File: config.mk
export PLATFORM = sky130hd
export DESIGN_NAME = id_exe_bubble_reg
export DESIGN_NICKNAME = d
export VERILOG_FILES = /design/src/rtl/dpcpu_pipe_pkg.sv /design/src/rtl/stall_watchdog.sv /design/src/rtl/id_exe_bubble_reg.sv
export SDC_FILE = /design/constraint.sdc
export NUM_CORES = 1
export LEC_CHECK = 0
export CAP_MARGIN = 20
export CORE_MARGIN = 1.5
export CORE_UTILIZATION = 35
export CTS_CLUSTER_SIZE = 40
export DETAILED_ROUTE_END_ITERATION = 7
export GPL_ROUTABILITY_DRIVEN = 0
export PLACE_DENSITY = 0.88
export SETUP_SLACK_MARGIN = 0.1
export SLEW_MARGIN = 20
export SYNTH_ARGS = -nofsm -noshare
export SYNTH_HDL_FRONTEND = slang
export SYNTH_HIERARCHICAL = 1
export SYNTH_SLANG_ARGS = --single-unit
File: constraint.sdc
create_clock -name Clk -period 3.5 [get_ports Clk]
set_clock_uncertainty 0.1 [all_clocks]
set_input_delay 0.35 -clock Clk [delete_from_list [all_inputs] [get_ports Clk]]
set_output_delay 0.35 -clock Clk [all_outputs]
set_load 0.005 [all_outputs]
File: src/rtl/dpcpu_pipe_pkg.sv
// rtl/dpcpu_pipe_pkg.sv - ID/EXE pipeline state encodings, bubble constants and control bundle
package dpcpu_pipe_pkg;

  localparam logic [1:0] RUN    = 2'd0;
  localparam logic [1:0] HOLD   = 2'd1;
  localparam logic [1:0] SQUASH = 2'd2;

  localparam logic [3:0] ALUC_NOP = 4'd0;
  localparam logic [4:0] RN_ZERO  = 5'd0;

  typedef struct packed {
    logic       wreg;
    logic       reg2reg;
    logic       wmem;
    logic       aluqb;
    logic [3:0] aluc;
    logic [4:0] rn;
  } ctrl_t;

  localparam int CTRL_W = $bits(ctrl_t);

  // Only the architecturally visible side effects are killed; Rn=0 hides the bubble from hazard logic.
  function automatic ctrl_t bubble(input ctrl_t c);
    ctrl_t b;
    b         = c;
    b.wreg    = 1'b0;
    b.reg2reg = 1'b0;
    b.wmem    = 1'b0;
    b.rn      = RN_ZERO;
    return b;
  endfunction

endpackage

File: src/rtl/stall_watchdog.sv
// rtl/stall_watchdog.sv - consecutive-stall run counter with sticky overrun flag
module stall_watchdog
  import dpcpu_pipe_pkg::*;
#(
  parameter int MAX_STALL = 4
) (
  input  logic       Clk,
  input  logic       Clrn,
  input  logic       stall,
  input  logic       flush,
  input  logic [1:0] state,
  output logic       stall_err
);

  localparam logic [3:0] MAX_S = 4'(MAX_STALL);

  logic [3:0] scnt;
  logic       stall_run;

  assign stall_run = stall & ~flush;

  // A run only continues from HOLD; entering a stall from RUN/SQUASH starts a new run.
  always_ff @(posedge Clk or negedge Clrn) begin
    if (!Clrn) begin
      scnt      <= 4'd0;
      stall_err <= 1'b0;
    end else if (stall_run) begin
      if (scnt >= MAX_S) stall_err <= 1'b1;
      if (state != HOLD)      scnt <= 4'd1;
      else if (scnt != 4'd15) scnt <= scnt + 4'd1;
    end else begin
      scnt <= 4'd0;
    end
  end

endmodule

File: src/rtl/id_exe_bubble_reg.sv
// rtl/id_exe_bubble_reg.sv - ID/EXE register with stall bubble, flush squash and watchdog (option: STALL_PERF_CNT_EN)
module id_exe_bubble_reg
  import dpcpu_pipe_pkg::*;
#(
  parameter int DW        = 32,
  parameter int MAX_STALL = 4
) (
  input  logic          Clk,
  input  logic          Clrn,
  input  logic          stall,
  input  logic          flush,
  input  logic          D_Wreg,
  input  logic          D_Reg2reg,
  input  logic          D_Wmem,
  input  logic          D_Aluqb,
  input  logic [3:0]    D_Aluc,
  input  logic [4:0]    D_Rn,
  input  logic [DW-1:0] D_Qa,
  input  logic [DW-1:0] D_Qb,
  input  logic [DW-1:0] D_Ext,
  output logic          E_Wreg,
  output logic          E_Reg2reg,
  output logic          E_Wmem,
  output logic          E_Aluqb,
  output logic [3:0]    E_Aluc,
  output logic [4:0]    E_Rn,
  output logic [DW-1:0] E_Qa,
  output logic [DW-1:0] E_Qb,
  output logic [DW-1:0] E_Ext,
  output logic          PC_en,
  output logic          IFID_en,
  output logic          IFID_clr,
  output logic          stall_err
`ifdef STALL_PERF_CNT_EN
  ,
  output logic [31:0]   perf_stall,
  output logic [31:0]   perf_flush
`endif
);

  logic [1:0] state;
  logic [1:0] state_nxt;
  ctrl_t      d_ctrl;
  ctrl_t      e_ctrl;
  logic       inject;

  assign d_ctrl   = ctrl_t'({D_Wreg, D_Reg2reg, D_Wmem, D_Aluqb, D_Aluc, D_Rn});
  assign inject   = stall | flush;

  // A flush must let the redirected fetch proceed, so it overrides the stall's hold.
  assign PC_en    = flush | ~stall;
  assign IFID_en  = flush | ~stall;
  assign IFID_clr = flush;

  always_comb begin
    state_nxt = RUN;
    if (flush)      state_nxt = SQUASH;
    else if (stall) state_nxt = HOLD;
  end

  always_ff @(posedge Clk or negedge Clrn) begin
    if (!Clrn) begin
      state  <= RUN;
      e_ctrl <= '0;
      E_Qa   <= '0;
      E_Qb   <= '0;
      E_Ext  <= '0;
    end else begin
      state  <= state_nxt;
      e_ctrl <= inject ? bubble(d_ctrl) : d_ctrl;
      E_Qa   <= D_Qa;
      E_Qb   <= D_Qb;
      E_Ext  <= D_Ext;
    end
  end

  assign E_Wreg    = e_ctrl.wreg;
  assign E_Reg2reg = e_ctrl.reg2reg;
  assign E_Wmem    = e_ctrl.wmem;
  assign E_Aluqb   = e_ctrl.aluqb;
  assign E_Aluc    = e_ctrl.aluc;
  assign E_Rn      = e_ctrl.rn;

  stall_watchdog #(.MAX_STALL(MAX_STALL)) u_wd (
    .Clk       (Clk),
    .Clrn      (Clrn),
    .stall     (stall),
    .flush     (flush),
    .state     (state),
    .stall_err (stall_err)
  );

`ifdef STALL_PERF_CNT_EN
  always_ff @(posedge Clk or negedge Clrn) begin
    if (!Clrn) begin
      perf_stall <= 32'd0;
      perf_flush <= 32'd0;
    end else begin
      if (flush)      perf_flush <= perf_flush + 32'd1;
      else if (stall) perf_stall <= perf_stall + 32'd1;
    end
  end
`endif

endmodule

==> flow_summary.ini, run 1 <==
[power_and_ir_drop]
p_leak_nw = 2.61
vdd_drop_max_uv = 288
sequentialPowerShare = 0.424
p_int_w = 0.00266
comb_power_share = 0.094
p_sw_frac = 0.209
power_w = 0.00336
power_density_nw_per_um2 = 549
pwr-share-clk = 0.482
switchingPower_w = 0.000704

[detailed_routing]
via_per_inst = 4.24
post-route-drc-count = 0
firstDrtPassIters = 4
wl_per_cell_um = 18.4
wirelength_um = 9440
drt_iter0_markers = 47
ant_nets = 0
via_count = 2178

[synthesis]
yosysWarnings = 6
yosysTopAreaCell = dfrtp_1
mappedNetlistNets = 263
yosys-top-cells-area = dfrtp_1 91%, nor3b_2 3.1%, nor2b_2 0.83%
yosys_register_bits = 116
ys_types = 18
netlist_area_sq_um = 3180
ys_seq_area_frac = 0.913
synth_top_area_share = 0.913
synth.avg_cell_area_sq_um = 21.3
netlist_instances = 149

[clocking]
root_buffer = clkbuf_8
numClockSinks = 116
cts_setup_buffers = 0
hold_buffers = 1
cts_buffer_depth = 2
insertion_delay_ps = 500
cts_tree = done
cts_resized = 0
htreeDepth = 4
cts_buffers = 17
clk_pin_slew_worst_paths_ps = 60

[timing]
fin_crit_ps = 2250
hold_ws_ps = 186
setup_viol = 0
rsz0062_at_grt = no
finalHoldViolCount = 0
tightest_slew_ps = 818
slew_headroom = 0.454
fin_crit_sh = 0.644
fmax_mhz = 444
fin_tns_setup_ps = 0
layout_setup_ws_ps = 1250
drv_slew = 0

[floorplanning]
initial_utilization = 0.363
ioPinCount = 226
fp.coreArea_sq_um = 8760
die_area_sq_um = 9670
rows = 34
die_h_um = 98.3
fp.dieW_um = 98.3

[setup_path]
cp.required_ps = 3050
setup.worst_path.start = stall
reg2reg_depth = 4
r2r-start = u_wd/scnt[0]
r2r_end = u_wd/scnt[1]
r2r_slack_ps = 2200
path_class = input pin to output pin
crit_fanout = 11
worstPathArrival_ps = 1800
worst_setup_path_start_kind = input pin
endpoint_kind = output pin

[min_path]
hp-class = input pin to register
worstHoldStart = D_Ext[12]
hold_depth = 1
hold_end = E_Ext[12]

[flow_run]
drv_cap = 0

[finish]
diodes = 0
area_growth_pct = 92.6
final_area_sq_um = 6130
drive_above_1_share = 0.113
nNetsFinal = 507

[global_routing]
grt_max_degree = 66
grt_pass1_vias = 2480
grt_usage = 0.202
grt_overflow = 0
antenna_found_initial = 0
grt_pass1_wl_um = 14300

[run_status]
outcome = complete, no violations

[placement]
detailed_place_hpwl_um = 7110
numPortBuffers = 225
pre_cts_slack_ps = 1230
placed_cell_area_sq_um = 5550
[sequential cells by signal, summed over array words and instances (netlist names)]
signal          cells
E_Reg2reg           1
E_Wmem              1
E_Aluc              4
u_wd/stall_err      1
E_Aluqb             1
E_Ext              32
u_wd/scnt           4
E_Rn                5
E_Qb               32
state               2
E_Wreg              1
E_Qa               32
[worst max-delay path, cell delays in order]
cell	delay (ps)
clkdlybuf4s50_1	810
nand2b_1	150
clkdlybuf4s50_1	490
[metrics by stage]
| stage | util | std cells |
|---|---|---|
| 4_1_cts | 0.699 | 514 |
| 3_3_place_gp | 0.633 | 481 |
| 2_1_floorplan | - | 149 |
| 3_5_place_dp | 0.633 | 481 |
| 5_1_grt | 0.699 | 514 |
| 6_report | 0.699 | 514 |
[power by group through the flow]
stage               Combinational, W  Clock, W  Sequential [W]
finish                      0.000316   0.00162         0.00143
global route                0.000337   0.00172         0.00143
CTS                         0.000322   0.00166         0.00143
floorplan                  0.0000168         0         0.00146
global placement            0.000310         0         0.00145
detailed placement          0.000319         0         0.00145
[Yosys cell counts, drive strengths merged]
master / count
a21boi: 1
a31oi: 1
buf: 4
dfrtp: 116
ha: 1
mux2i: 1
nand2: 2
nand2b: 2
nand3: 2
nor2: 3
nor2b: 3
nor3: 2
nor3b: 9
o21ai: 1
xnor2: 1
[final cells by class]
type / count / area (sq um)
fillers: 598 / 2640
multi-input cells: 29 / 240
well taps: 108 / 135
flip-flops and latches: 116 / 2900
repair buffers: 229 / 2280
clock buffers: 20 / 435
clock inverters: 12 / 130
[per-layer routing]
metal	global-route usage	up-vias	part of all wire	routed length, um
met4	0.0802	0	0.020	189
met2	0.360	117	0.55	5210
li1	-	965	-	-
met1	0.225	1082	0.37	3460
met3	0.0616	14	0.061	572
met5	0	-	0	0
[kinds of logic after synthesis]
kind of cell | count (synthesis) | synth area share
AND/OR/NAND/NOR | 23 | 0.0598
XOR/XNOR | 1 | 0.00275
multiplexers | 1 | 0.00315
buffers and inverters | 4 | 0.0118
adder cells (fa/ha/maj) | 1 | 0.00393
AO/OA/AOI/OAI | 3 | 0.00590
flip-flops | 116 | 0.913
[how the worst max path moves through the flow]
stage / to / slack [ps] / depth (start not counted)
floorplan: PC_en / 2270 / 3
global placement: PC_en / 1300 / 3
detailed placement: IFID_en / 1230 / 3
CTS: IFID_en / 1230 / 3
global route: IFID_en / 1180 / 3
finish: IFID_en / 1250 / 3
[cell usage in the layout, fill, tap and decap left out, drive strengths merged]
cell and n:
clkinvlp 5, nor2 3, ha 1, clkinv 3
a21boi 1, nor3 2, inv 2, a31oi 1
mux2i 1, xnor2 1, nor3b 9, dfrtp 116
clkdlybuf4s50 224, o21ai 1, nand2 2, dlygate4sd3 1
nand2b 2, bufinv 2, buf 4, nor2b 3
clkbuf 20, nand3 2
(Power assumes the default switching activity.)
==> inputs of run 2 (changes only) <==
- CORE_UTILIZATION: 35 -> 34
- PLACE_DENSITY: 0.88 -> 0.86
- clock period: 3.5 -> 2.3 ns (I/O delays scaled with it)
==> run 2 against run 1 <==
  * Register-to-register slack got worse by 1200 ps
  * Sequential share of layout area decreased by 0.13 points
  * Via count fell by 0.37%
  * Setup slack lost 670 ps
  * Global-route usage shrank 2.9 points
  * Core utilization fell by 2.8 points
  * Critical path depth unchanged
==> flow_summary.ini, run 2 (synthesis results as in run 1) <==
[detailed_routing]
post-route-drc-count = 0
firstDrtPassIters = 4
ant_nets = 0
wl_per_cell_um = 16.4
via_count = 2170
wirelength_um = 8510
drt_iter0_markers = 56
via_per_inst = 4.19

[global_routing]
antenna_found_initial = 0
grt_usage = 0.173
grt_pass1_wl_um = 12700
grt_max_degree = 61
grt_pass1_vias = 2383
grt_overflow = 0

[clocking]
numClockSinks = 116
htreeDepth = 4
cts_buffer_depth = 2
cts_buffers = 17
root_buffer = clkbuf_8
cts_tree = done
insertion_delay_ps = 490
clk_pin_slew_worst_paths_ps = 60

[floorplanning]
rows = 35
initial_utilization = 0.348
die_h_um = 99.7
die_area_sq_um = 9940
fp.dieW_um = 99.7
ioPinCount = 226
fp.coreArea_sq_um = 9150

[finish]
reg.largest.list = E_Ext: 32 flops, E_Qa: 32 flops, E_Qb: 32 flops
stdcell_count = 518
area_growth_pct = 93.1
drive_above_1_share = 0.113
most-common-layout-cells = 224 x clkdlybuf4s50_1, 116 x dfrtp_1, 16 x clkbuf_16
diodes = 0
layout_commonest_cell = clkdlybuf4s50_1
nNetsFinal = 508

[placement]
detailed_place_hpwl_um = 6430
numPortBuffers = 225
place_inst = 485

[run_status]
outcome = complete, no violations

[setup_path]
crit_fanout = 3
endpoint_kind = output pin
cp.required_ps = 1970
worstPathArrival_ps = 1400
path_class = input pin to output pin
worst_setup_path_start_kind = input pin
setup.worst_path.start = flush
r2r-start = u_wd/scnt[0]

[power_and_ir_drop]
switchingPower_w = 0.00106
vdd_drop_max_uv = 418
sequentialPowerShare = 0.427
p_int_w = 0.00402
p_leak_nw = 2.61
p_sw_frac = 0.208
power_density_nw_per_um2 = 827
pwr-share-clk = 0.479
comb_power_share = 0.094

[timing]
finalHoldViolCount = 0
fin_crit_sh = 0.751
tightest_slew_ps = 490
drv_slew = 0
fmax_mhz = 579
fin_crit_ps = 1730
fin_tns_setup_ps = 0
setup_viol = 0
rsz0062_at_grt = no
hold_ws_ps = 68.4
slew_headroom = 0.673

[min_path]
hp-class = input pin to register
worstHoldStart = D_Qa[6]

[flow_run]
drv_cap = 0
## run 2: area by class of cell
class | count | area [sq um]
Tap cell | 111 | 139
Clock buffer | 20 | 425
Multi-Input combinational cell | 29 | 240
Fill cell | 663 | 3010
Clock inverter | 12 | 133
Sequential cell | 116 | 2900
Timing Repair Buffer | 230 | 2300
## run 2: worst max-delay path, cell delays in order
cell             delay [ps]
clkdlybuf4s50_1         490
nand2b_1                150
clkdlybuf4s50_1         520
## run 2: path summary, 6_finish.rpt
check                                 endpoint  slack (ps)  cells after the start
worst max-delay path                   IFID_en         570                      3
worst min-delay path                   E_Qa[6]          70                      1
worst max register to register    u_wd/scnt[1]        1010                      4
worst min register to register  u_wd/stall_err         390                      1
max in group asynchronous              E_Qb[5]        1250                      3
min in group asynchronous              E_Rn[4]         160                      2
## run 2: power groups by stage
| stage | Sequential, W | Clock (W) | Combinational [W] |
|---|---|---|---|
| after detailed placement | 0.00221 | 0 | 0.000484 |
| after CTS | 0.00217 | 0.00250 | 0.000487 |
| after floorplan | 0.00222 | 0 | 0.0000256 |
| after global routing | 0.00218 | 0.00261 | 0.000511 |
| final | 0.00217 | 0.00243 | 0.000478 |
| after global placement | 0.00220 | 0 | 0.000473 |
## run 2: through the flow
step	cell area, sq um	total power, W	setup WS (ps)	utilization
floorplan	3180	0.00224	1130	-
global placement	5570	0.00267	568	0.609
detailed placement	5570	0.00269	564	0.609
CTS	6140	0.00516	561	0.671
global route	6140	0.00530	517	0.671
finish	6140	0.00508	573	0.671
## run 2: per-layer routing
metal / share of wire / track usage
met5: 0 / 0
met4: 0.011 / 0.0661
met3: 0.064 / 0.0710
met2: 0.55 / 0.301
met1: 0.37 / 0.189
## run 2: repair_timing
item / CTS / global route
setup buffers: 0 / 0
resized for setup: 0 / 0
hold endpoints to repair: 37 / 0
hold buffers: 1 / 0
